===== src/rtl/p09_block_state_memory_pkg.sv =====
// rtl/p09_block_state_memory_pkg.sv - shared brick-field geometry, widths and state encoding
package p09_block_state_memory_pkg;

    localparam int BLOCKS_PER_ROW = 13;
    localparam int NUM_ROWS       = 15;
    localparam int ROW_W          = 4;
    localparam int CNT_W          = 8;
    localparam int POP_W          = 4;

    // Screen geometry shared with the painter and the ball/collision logic.
    localparam int BLOCK_WIDTH    = 48;
    localparam int BLOCK_HEIGHT   = 16;
    localparam int BORDER_WIDTH   = 8;

    localparam logic [BLOCKS_PER_ROW-1:0] INIT_PATTERN = 13'h1FFF;
    localparam logic [ROW_W-1:0]          LAST_ROW     = ROW_W'(NUM_ROWS - 1);

    typedef enum logic {
        ST_IDLE = 1'b0,
        ST_INIT = 1'b1
    } bsm_state_t;

endpackage


===== src/rtl/p09_popcount13.sv =====
// rtl/p09_popcount13.sv - combinational 13-bit population count as a balanced adder tree
module p09_popcount13 (
    input  logic [12:0] bits,
    output logic [3:0]  count
);

    logic [1:0] pair_sum [6];
    logic [2:0] quad_sum [3];
    logic [3:0] oct_sum;

    always_comb begin
        for (int i = 0; i < 6; i++) begin
            pair_sum[i] = {1'b0, bits[2*i]} + {1'b0, bits[2*i+1]};
        end
        for (int j = 0; j < 3; j++) begin
            quad_sum[j] = {1'b0, pair_sum[2*j]} + {1'b0, pair_sum[2*j+1]};
        end
        oct_sum = {1'b0, quad_sum[0]} + {1'b0, quad_sum[1]};
        count   = oct_sum + {1'b0, quad_sum[2]} + {3'b000, bits[12]};
    end

endmodule


===== src/rtl/p09_block_state_memory.sv =====
// rtl/p09_block_state_memory.sv - brick presence store with painter read/write-back, live count and level refill
import p09_block_state_memory_pkg::*;

module p09_block_state_memory (
    input  logic                      clk,
    input  logic                      nRst,
    input  logic                      new_frame,
    input  logic                      go_next_line,
    input  logic                      write_block_line_state,
    input  logic [BLOCKS_PER_ROW-1:0] new_block_line_state,
    output logic [BLOCKS_PER_ROW-1:0] block_line_state,
    input  logic                      init_level,
    output logic                      init_busy,
    output logic [CNT_W-1:0]          blocks_remaining,
    output logic                      level_cleared
);

    logic [BLOCKS_PER_ROW-1:0] mem [NUM_ROWS];

    bsm_state_t                state_q, state_d;
    logic [ROW_W-1:0]          init_row_q, init_row_d;
    logic [ROW_W-1:0]          row_ptr_q, row_ptr_d;
    logic [CNT_W-1:0]          count_q, count_d;
    logic                      cleared_q;

    logic [BLOCKS_PER_ROW-1:0] cur_row;
    logic [BLOCKS_PER_ROW-1:0] removed_mask;
    logic [POP_W-1:0]          init_pop;
    logic [POP_W-1:0]          removed_pop;
    logic [CNT_W-1:0]          init_pop_ext;
    logic [CNT_W-1:0]          removed_ext;

    assign cur_row      = mem[row_ptr_q];
    assign removed_mask = cur_row & ~new_block_line_state;
    assign init_pop_ext = {{(CNT_W-POP_W){1'b0}}, init_pop};
    assign removed_ext  = {{(CNT_W-POP_W){1'b0}}, removed_pop};

    p09_popcount13 u_pop_init (
        .bits  (INIT_PATTERN),
        .count (init_pop)
    );

    p09_popcount13 u_pop_removed (
        .bits  (removed_mask),
        .count (removed_pop)
    );

    always_comb begin
        state_d    = state_q;
        init_row_d = init_row_q;
        count_d    = count_q;
        unique case (state_q)
            ST_IDLE: begin
                if (init_level) begin
                    state_d    = ST_INIT;
                    init_row_d = '0;
                    count_d    = '0;
                end else if (write_block_line_state) begin
                    // Saturate so a stale count can never wrap to a huge value.
                    count_d = (count_q > removed_ext) ? (count_q - removed_ext) : '0;
                end
            end
            ST_INIT: begin
                count_d    = count_q + init_pop_ext;
                init_row_d = init_row_q + 1'b1;
                if (init_row_q == LAST_ROW) begin
                    state_d    = ST_IDLE;
                    init_row_d = '0;
                end
            end
            default: state_d = ST_IDLE;
        endcase
    end

    always_comb begin
        row_ptr_d = row_ptr_q;
        if (new_frame) begin
            row_ptr_d = '0;
        end else if (go_next_line) begin
            row_ptr_d = (row_ptr_q == LAST_ROW) ? '0 : row_ptr_q + 1'b1;
        end
    end

    always_ff @(posedge clk) begin
        if (!nRst) begin
            for (int i = 0; i < NUM_ROWS; i++) begin
                mem[i] <= '0;
            end
            state_q    <= ST_INIT;
            init_row_q <= '0;
            row_ptr_q  <= '0;
            count_q    <= '0;
            cleared_q  <= 1'b0;
        end else begin
            state_q    <= state_d;
            init_row_q <= init_row_d;
            row_ptr_q  <= row_ptr_d;
            count_q    <= count_d;
            cleared_q  <= (state_q == ST_IDLE) && (count_q == '0);
            if (state_q == ST_INIT) begin
                mem[init_row_q] <= INIT_PATTERN;
            end else if (write_block_line_state) begin
                // AND-only write-back: a block can vanish but never reappear.
                mem[row_ptr_q] <= cur_row & new_block_line_state;
            end
        end
    end

    assign init_busy        = (state_q == ST_INIT);
    assign block_line_state = init_busy ? '0 : cur_row;
    assign blocks_remaining = count_q;
    assign level_cleared    = cleared_q;

endmodule


===== config.mk =====
export PLATFORM = sky130hd
export DESIGN_NAME = p09_block_state_memory
export DESIGN_NICKNAME = d
export VERILOG_FILES = /design/src/rtl/p09_block_state_memory_pkg.sv /design/src/rtl/p09_popcount13.sv /design/src/rtl/p09_block_state_memory.sv
export SDC_FILE = /design/constraint.sdc
export NUM_CORES = 1
export LEC_CHECK = 0
export BUFFER_PORTS_ARGS = -buffer_cell sky130_fd_sc_hd__buf_2
export CAP_MARGIN = 20
export CORE_MARGIN = 1.5
export CORE_UTILIZATION = 30
export CTS_CLUSTER_SIZE = 30
export DETAILED_ROUTE_END_ITERATION = 16
export GPL_TIMING_DRIVEN = 0
export HOLD_SLACK_MARGIN = 0.12
export PLACE_DENSITY_LB_ADDON = 0.15
export SETUP_SLACK_MARGIN = 0.05
export SLEW_MARGIN = 20
export SYNTH_ARGS = -nofsm -noshare
export SYNTH_HDL_FRONTEND = slang
export SYNTH_SLANG_ARGS = --single-unit

===== constraint.sdc =====
create_clock -name clk -period 8.55 [get_ports clk]
set_input_delay 0.4275 -clock clk [delete_from_list [all_inputs] [get_ports clk]]
set_output_delay 0.4275 -clock clk [all_outputs]
set_load 0.005 [all_outputs]

Word-level counts from Yosys, hierarchy flattened --
Memories as Yosys holds them, arrays and structs flattened. A register that Yosys moved wholly into a read port is not among the register bits. Cells that the tools add are included.
Word-level totals: register bits 18, RAM bits 195, input bits 19, output and inout port bits 23, logic and storage cells 65, memories 1
Memory list:
- mem | depth 15, width 13, read ports 1, clocked after memory_dff 1, write ports 15, line p09_block_state_memory.sv:18 | logic [BLOCKS_PER_ROW-1:0] mem [NUM_ROWS];
Operators by class: add/subtract/negate cells 16, magnitude comparators 1, equality and inequality tests 4, multiplexer cells 28, bitwise gates (word level) 5, reduce and logical (&&, ||, !) cells 5
Operators by type and width (count):
- 2-to-1 mux 13 bit | 3
- 2-to-1 mux 4 bit | 7
- bitwise AND 13 bit | 2
- OR reduction 13 bit | 2
- 2-to-1 mux 8 bit | 3
- one-hot mux 8 bit (2 select lines) | 1
- inverter 13 bit | 1
- adder 1 x 1 -> 2 bit | 6
- 2-to-1 mux 1 bit | 12
- adder 2 x 2 -> 3 bit | 3
- adder 4 x 1 -> 4 bit, second input constant | 2
- adder 8 x 4 -> 8 bit, second input constant | 1
- == test 4 bit, second input constant | 2
- > comparator 8 x 4 -> 1 bit | 1
- logical NOT 8 bit | 1
- one-hot mux 4 bit (2 select lines) | 1
- subtractor 8 x 4 -> 8 bit | 1
- adder 3 x 3 -> 4 bit | 1
- adder 4 x 1 -> 4 bit | 1
- adder 4 x 3 -> 4 bit | 1
- inequality test 3 bit, second input constant | 1
- inequality test 2 bit, second input constant | 1
- inverter 1 bit | 2
- one-hot mux 1 bit (2 select lines) | 1
- 2 further kinds | 2

Longest topological paths before layout --
Gate-level depths: netlist (run 1).
depth in word-level cells 12, mapped depth 24, mapped depth without buffers 21

Cells and area by module --
From an unflattened synthesis (run 1), not the netlist that was laid out.
Second synthesis, totals: cell total of the unflattened synthesis 995, area, all modules 11877.6 um^2
By module, submodules not included:
- p09_block_state_memory | times used 1, cells an instance 937, area each 11332.1 um^2, sequential area each 6686.4 um^2
- p09_popcount13 | times used 2, cells an instance 29, area each 272.8 um^2, sequential area each 0.0 um^2

Worst setup path after synthesis (run 1) --
No wires, ideal clock.
path type flip-flop to flip-flop, from reg (tool-made name), to reg count_q[7], in the netlist blocks_remaining[7], arrival time 5.883 ns, required time 8.475 ns, setup slack 2.592 ns, stages on the path, launching flop included 23, buffers on the path 2, path through dfxtp_1 > buf_6 > buf_6 > mux4_2 > mux2_2 > a32oi_2 > nor2_1 > fa_1 > inv_1 > fa_1 > fa_1 > inv_1 > fa_1 > fa_1 > inv_1 > fa_1 > inv_1 > fa_1 > nor2b_1 > o21ai_0 > and2_1 > or4_1 > a31oi_1
RTL lines:
- end signal: assignment | line p09_block_state_memory.sv:98 | count_q <= count_d;
- end: declaration | line p09_block_state_memory.sv:23 | logic [CNT_W-1:0] count_q, count_d;

==> results of run 1 <==
-- per-layer routing --
metal  vias up  GRT usage [%]
li1       3718              -
met1      4006           26.1
met2       252           29.9
met3        55           3.17
met4         0           6.39
met5         -              0
-- synth_stat cells, drive strengths merged (13+ instances only) --
master / instances / area share (%)
buf: 42 / 2.6
inv: 35 / 1.1
a21oi: 19 / 0.83
nand2: 55 / 1.8
clkbuf: 30 / 0.98
o22ai: 18 / 0.98
mux2: 40 / 3.9
mux2i: 47 / 4.1
a211oi: 33 / 2.6
nor2: 242 / 8.0
o21ai: 13 / 0.57
nor2b: 35 / 1.9
dfxtp: 22 / 3.8
edfxtp: 208 / 55
-- registers in the layout, indices dropped and copies added, names as in the netlist, named ones only --
| signal | cells |
|---|---|
| init_busy | 1 |
| mem | 208 |
| level_cleared | 1 |
| init_row_q | 4 |
| row_ptr_q | 4 |
| blocks_remaining | 8 |
-- where the power goes --
group | total [uW] | leakage (uW) | switching, uW | internal (uW)
Sequential | 1300 | 0.00233 | 20.8 | 1280
Combinational | 417 | 0.00243 | 258 | 159
Clock | 1140 | 0.000427 | 473 | 671
Total | 2860 | 0.00519 | 752 | 2110
-- worst max-delay path, stage by stage, from the launching register on --
cell,delay (ns)
dfxtp_1,0.31
clkbuf_1,0.49
clkbuf_1,0.78
clkbuf_1,0.53
a31oi_1,0.25
nor2_1,0.17
fa_1,0.44
inv_1,0.21
fa_1,0.49
fa_1,0.50
inv_1,0.06
fa_1,0.57
fa_1,0.27
inv_1,0.08
fa_1,0.53
inv_1,0.07
fa_1,0.43
nor2b_1,0.13
o21ai_0,0.13
a21boi_0,0.49
o211ai_1,0.16
a221oi_1,0.29
-- through the flow --
step / instances / instance area (um^2)
after floorplan: 992 / 11400
after global placement: 1544 / 12300
after detailed placement: 1544 / 12300
after CTS: 1595 / 13200
after global routing: 1595 / 13200
final: 1595 / 13200
-- worst min path at each step --
stage | from | to | slack, ns | depth (start not counted)
final | init_level | init_busy$_SDFF_PN1_ | 0.22 | 3
after global routing | init_level | init_busy$_SDFF_PN1_ | 0.24 | 3
after CTS | init_level | init_busy$_SDFF_PN1_ | 0.18 | 3
after detailed placement | init_row_q[2]$_SDFFE_PN0P_ | init_row_q[2]$_SDFFE_PN0P_ | 0.53 | 2
after global placement | init_row_q[2]$_SDFFE_PN0P_ | init_row_q[2]$_SDFFE_PN0P_ | 0.52 | 2
after floorplan | init_row_q[2]$_SDFFE_PN0P_ | init_row_q[2]$_SDFFE_PN0P_ | 0.48 | 2
-- kinds of logic (layout without fill, tap and decap cells) --
family / count (synthesis) / count (layout) / synth area share (%)
AND/OR/NAND/NOR: 397 / 397 / 15.6
flip-flops: 230 / 230 / 58.4
AO/OA/AOI/OAI: 144 / 144 / 9.73
buffers and inverters: 108 / 200 / 4.73
multiplexers: 89 / 89 / 8.47
adder cells (fa/ha/maj): 20 / 20 / 2.78
XOR/XNOR: 4 / 4 / 0.306
-- cell usage in the layout (no fill, tap or decap), types with 10 or more instances in the layout --
master	count
a211oi_1	22
a211oi_2	11
nor2_1	241
inv_1	35
o22ai_1	18
dfxtp_1	22
a31oi_1	12
mux2_2	40
o21ai_0	13
buf_4	14
nand3_1	11
clkbuf_16	29
buf_2	60
nor4b_1	10
edfxtp_1	208
nand2_1	55
clkbuf_1	32
nor2b_1	35
mux2i_1	46
ha_1	11
a21oi_1	19
clkinv_1	11
-- cell type report --
type / count / share of cell area (%)
Tap cell: 511 / 4.85
Buffer: 72 / 3.09
Sequential cell: 230 / 50.8
Timing Repair Buffer: 41 / 1.56
Clock buffer: 31 / 5.57
Inverter: 36 / 1.03
Multi-Input combinational cell: 654 / 32.1
Clock inverter: 20 / 1.08
==> run summary, run 1 <==
outcome - finished clean
Ports - 42
met3 wire len - 2.14 mm
Reg clk slew, reported paths - 0.06 ns
sequential share of the synthesized area - 58.4%
yosys warns - 0
antenna violations before repair - 0
post-CTS sizing - 0
clk sinks - 230
GR Overflow Total - 0
Die H - 198 um
maximum capacitance violations - 0
Power Dens Cells - 217 mW/mm^2
kind of critical path - flip-flop to flip-flop
CTS tree - done
Leak - 0.00519 uW
Pwr Total - 2860 uW
RSZ-0062 raised after global routing - no
Core ar. - 0.0376 mm^2
worst hold margin - 0.216 ns
number of synthesized flops with an enable pin - 208
Vias - 8031
Post-Place Setup Slack - 1.26 ns
Final Cycle Share - 87.3%
worst reg2reg path endpoint - blocks_remaining[2]$_SDFFE_PN0P_
worst-case clock buffer depth - 3
Die Area - 0.0393 mm^2
fin crit period - 7.46 ns
initial DRC count - 459
Die Width - 198 um
Worst Setup EP - blocks_remaining[2]$_SDFFE_PN0P_
slew margin rel. - 36.1%
Critical Path Start Type - flip-flop
GRT Overall Usage - 18.9%
global-route wire length before repair - 53.3 mm
Clk Latency, worst-skew pair - 0.54 ns
setup TNS - 0 ns
synthesized area - 0.0114 mm^2
NumNets Final - 1102
Top Metal Used - met4
R2R depth - 21
Hold Crit Class - input port to flip-flop
Worst Skew - 0.00898 ns
cts hold-fix bufs - 0
Final Hold Vio Count - 0
Synth Instances - 992
vias in the first global route - 8038
layout cell share with drive strength beyond 1 - 17.3%
Port Buffers - 41
Worst Tran Pin Value - 0.955 ns
peak supply drop - 118 uV
DRC viols - 0
pin count of the biggest net entering global routing - 14
Netlist cell types - 69
postcts setup bufs - 0
TritonRoute pass-1 iters - 5
CP endpoint kind - flip-flop
final worst slack - 1.09 ns
syn_area_per_cell - 11.5 um^2
most common flop cell mapped by yosys - edfxtp_1
ANT nets after route - 0
starting density of the core - 30.5%
CTS H-tree lvls - 1
WL final - 36.3 mm
# diodes - 0
count of final setup violators - 0
syn nets - 1031
WL met2 - 16.4 mm
CP required - 8.99 ns
storage element area - 0.00669 mm^2
crit path max fanout - 10
multi-input logic area - 0.00423 mm^2
clk root buf - clkbuf_16
Post-synth ARST share - 0%
Routed WL per cell - 22.8 um
Arr. time, crit path - 7.90 ns
Fillers - 3813
Metal-1 WL - 16.7 mm
flop and latch count out of synthesis - 230
Rows - 71
clock buffer count from CTS - 28
setup slack, reg-to-reg - 1.09 ns
highest clock rate - 0.134 GHz
Synth-to-Final Area Change - 15.1%
RePlAce Congestion - 0.872
hpwl dp - 25.8 mm
final core occ - 35.1%
Via density - 5.04
final slew viol count - 0
No activity file was read; power rests on OpenSTA's default activity.
==> inputs of run 2 (changes only) <==
==> constraint.sdc (replaced) <==
create_clock -name clk -period 7 [get_ports clk]
set_input_delay 0.35 -clock clk [delete_from_list [all_inputs] [get_ports clk]]
set_output_delay 0.35 -clock clk [all_outputs]
set_load 0.005 [all_outputs]
==> run summary, run 2 (synthesis gave the netlist of run 1 again) <==
Core ar. - 0.0376 mm^2 (unchanged)
clk sinks - 230 (unchanged)
GR Overflow Total - 0 (unchanged)
Via density - 5.06 (+0.46%)
initial DRC count - 582 (+27%)
final worst slack - 0.305 ns (-0.783 ns)
kind of critical path - flip-flop to flip-flop
RSZ-0062 raised after global routing - yes
final slew viol count - 0 (unchanged)
WL final - 36.5 mm (+0.45%)
CP endpoint kind - flip-flop
ANT nets after route - 0 (unchanged)
Synth-to-Final Area Change - 16.9%
NumNets Final - 1102 (unchanged)
storage element area - 0.00669 mm^2 (about the same)
highest clock rate - 0.149 GHz (+11%)
Power Dens Cells - 263 mW/mm^2 (+21%)
# diodes - 0 (unchanged)
CTS H-tree lvls - 1 (unchanged)
final core occ - 35.6% (+0.54 points)
Slowest-stage cell, CP - fa_1
outcome - finished clean
maximum capacitance violations - 0 (unchanged)
CP required - 7.46 ns (-1.53 ns)
Ports - 42 (unchanged)
Min-Delay Startpoint - go_next_line
count of final setup violators - 0 (unchanged)
final cell count without fillers - 1595 (unchanged)
hpwl dp - 25.8 mm (unchanged)
TritonRoute pass-1 iters - 5 (unchanged)
most common cell after layout, fill and taps aside - nor2_1
GRT Overall Usage - 18.9% (about the same)
worst-case clock buffer depth - 3 (unchanged)
Reg clk slew, reported paths - 0.06 ns (about the same)
worst hold margin - 0.162 ns (-0.0543 ns)
max FFs per register - 208 (unchanged)
clock buffer count from CTS - 28 (unchanged)
RePlAce Congestion - 0.872 (unchanged)
critical path's largest stage delay - 0.58 ns (-0.20 ns)
critical path's most frequent cell - fa_1
Sw Pwr - 930 uW (+24%)
Post-Place Setup Slack - -0.293 ns (-1.55 ns)
antenna violations before repair - 0 (unchanged)
sw frac - 26.4% (+0.12 points)
CTS tree - done
peak supply drop - 141 uV (+20%)
global-route wire length before repair - 53.3 mm (about the same)
Top Family by Delay on Critical Path - adder cells
Port Buffers - 41 (unchanged)
Die H - 198 um (unchanged)
pin count of the biggest net entering global routing - 14 (unchanged)
Fillers - 3790 (-0.60%)
vias in the first global route - 8033 (-0.062%)
slew margin rel. - 36.4% (+0.27 points)
setup slack, reg-to-reg - 0.31 ns (-0.78 ns)
fin crit period - 6.69 ns (-0.767 ns)
Final Hold Vio Count - 0 (unchanged)
Rows - 71 (unchanged)
Critical Path Start Type - flip-flop
Die Width - 198 um (unchanged)
layout cell share with drive strength beyond 1 - 19.8% (+2.5 points)
starting density of the core - 30.5% (unchanged)
multi-input logic area - 0.00437 mm^2 (+3.4%)
Clk Latency, worst-skew pair - 0.54 ns (about the same)
clock group share of total power - 39.8% (-0.2 points)
Combinational Power Share - 15.0% (+0.4 points)
postcts setup bufs - 0 (unchanged)
Final Cycle Share - 95.6% (+8.4 points)
most frequent cells in the layout - 241 x nor2_1, 208 x edfxtp_1, 53 x buf_2, 53 x nand2_1, 43 x mux2i_1
sequential cell fraction of total power - 45.1% (-0.4 points)
placed instance count - 1544 (unchanged)
Arr. time, crit path - 7.16 ns (-0.74 ns)
DRC viols - 0 (unchanged)
Leak - 0.00524 uW (+0.93%)
worst reg2reg path endpoint - blocks_remaining[7]$_SDFFE_PN0P_
R2R depth - 22 (+4.8%)
worst path bufs/invs - 6 (-1)
Hold Crit Class - input port to flip-flop
crit-path cells - buf_6, buf_8, mux4_2, mux2_2, a32oi_4, nor2_1, fa_1, inv_1, fa_1, fa_1, inv_1, fa_1, fa_2, inv_1, fa_1, inv_1, fa_1, nor2b_1, o21ai_0, and2_4, or4_1, a31oi_1
Vias - 8068 (+0.46%)
Hold Path Cell Cnt - 3 (unchanged)
setup TNS - 0 ns (unchanged)
crit path max fanout - 10 (unchanged)
Reg with most FFs - mem
Worst Skew - 0.0133 ns (+0.00434 ns)
Int Power - 2590 uW (+23%)
Stages on worst setup path - 22 (+4.8%)
Routed WL per cell - 22.9 um (+0.45%)
clk root buf - clkbuf_16
Worst Tran Pin Value - 0.954 ns (-0.00168 ns)
Die Area - 0.0393 mm^2 (unchanged)
sink of the worst hold path - row_ptr_q[1]$_SDFFE_PP0P_
run 2: cell types whose count changed in the layout (fill, tap and decap cells not counted), sizes merged:
cell | before | now
buf | 83 | 81
dlygate4sd3 | 0 | 1
clkbuf | 61 | 62
run 2: what timing repair did:
action	4_1_cts	5_1_grt
resized for setup	5	49
pin swaps	0	2
endpoints found under the setup margin	8	8
hold buffers	1	0
endpoints found under the hold margin	1	0
run 2: worst max-delay path by stage:
| stage | startpoint | slack (ns) | to |
|---|---|---|---|
| floorplan | flip-flop | 1.04 | blocks_remaining[7]$_SDFFE_PN0P_ |
| global route | flip-flop | 0.02 | blocks_remaining[2]$_SDFFE_PN0P_ |
| CTS | flip-flop | 0.07 | blocks_remaining[7]$_SDFFE_PN0P_ |
| detailed placement | flip-flop | -0.29 | blocks_remaining[2]$_SDFFE_PN0P_ |
| global placement | flip-flop | -0.29 | blocks_remaining[2]$_SDFFE_PN0P_ |
| finish | flip-flop | 0.31 | blocks_remaining[7]$_SDFFE_PN0P_ |
run 2: area by class of cell:
class                           instances  share of cell area, %
Buffer                                 71                   3.41
Clock buffer                           31                   5.48
Clock inverter                         20                   1.07
Inverter                               36                   1.01
Multi-Input combinational cell        654                   32.7
Sequential cell                       230                   50.0
Tap cell                              511                   4.78
Timing Repair Buffer                   42                   1.61
run 2: metrics by stage:
stage / instance area [um^2] / power (uW)
2_1_floorplan: 11400 / 1960
3_3_place_gp: 12300 / 2120
3_5_place_dp: 12300 / 2130
4_1_cts: 13200 / 3530
5_1_grt: 13400 / 3660
6_report: 13400 / 3520
run 2: power by group through the flow:
stage / clock network, uW / logic, uW / registers [uW]
2_1_floorplan: 0 / 354 / 1610
3_3_place_gp: 0 / 506 / 1620
3_5_place_dp: 0 / 509 / 1620
4_1_cts: 1430 / 515 / 1590
5_1_grt: 1480 / 590 / 1600
6_report: 1400 / 530 / 1590
run 2: worst register-to-register path, delay by kind of cell, from the launching register on:
family	cells	cell delay (ns)
AOI/OAI and AO/OA	3	0.54
adders and majority gates	7	3.32
buffers and inverters	6	0.57
DFF	1	0.38
muxes	2	0.86
and+or+nand+nor	4	0.93
run 2: per-layer routing:
layer,track usage [%],share of wire [%],wire [um],up-vias
met5,0,0,0,-
li1,-,-,-,3722
met3,3.17,5.5,2000,54
met2,30.0,46,16600,241
met1,26.0,46,16800,4051
met4,6.47,2.9,1060,0
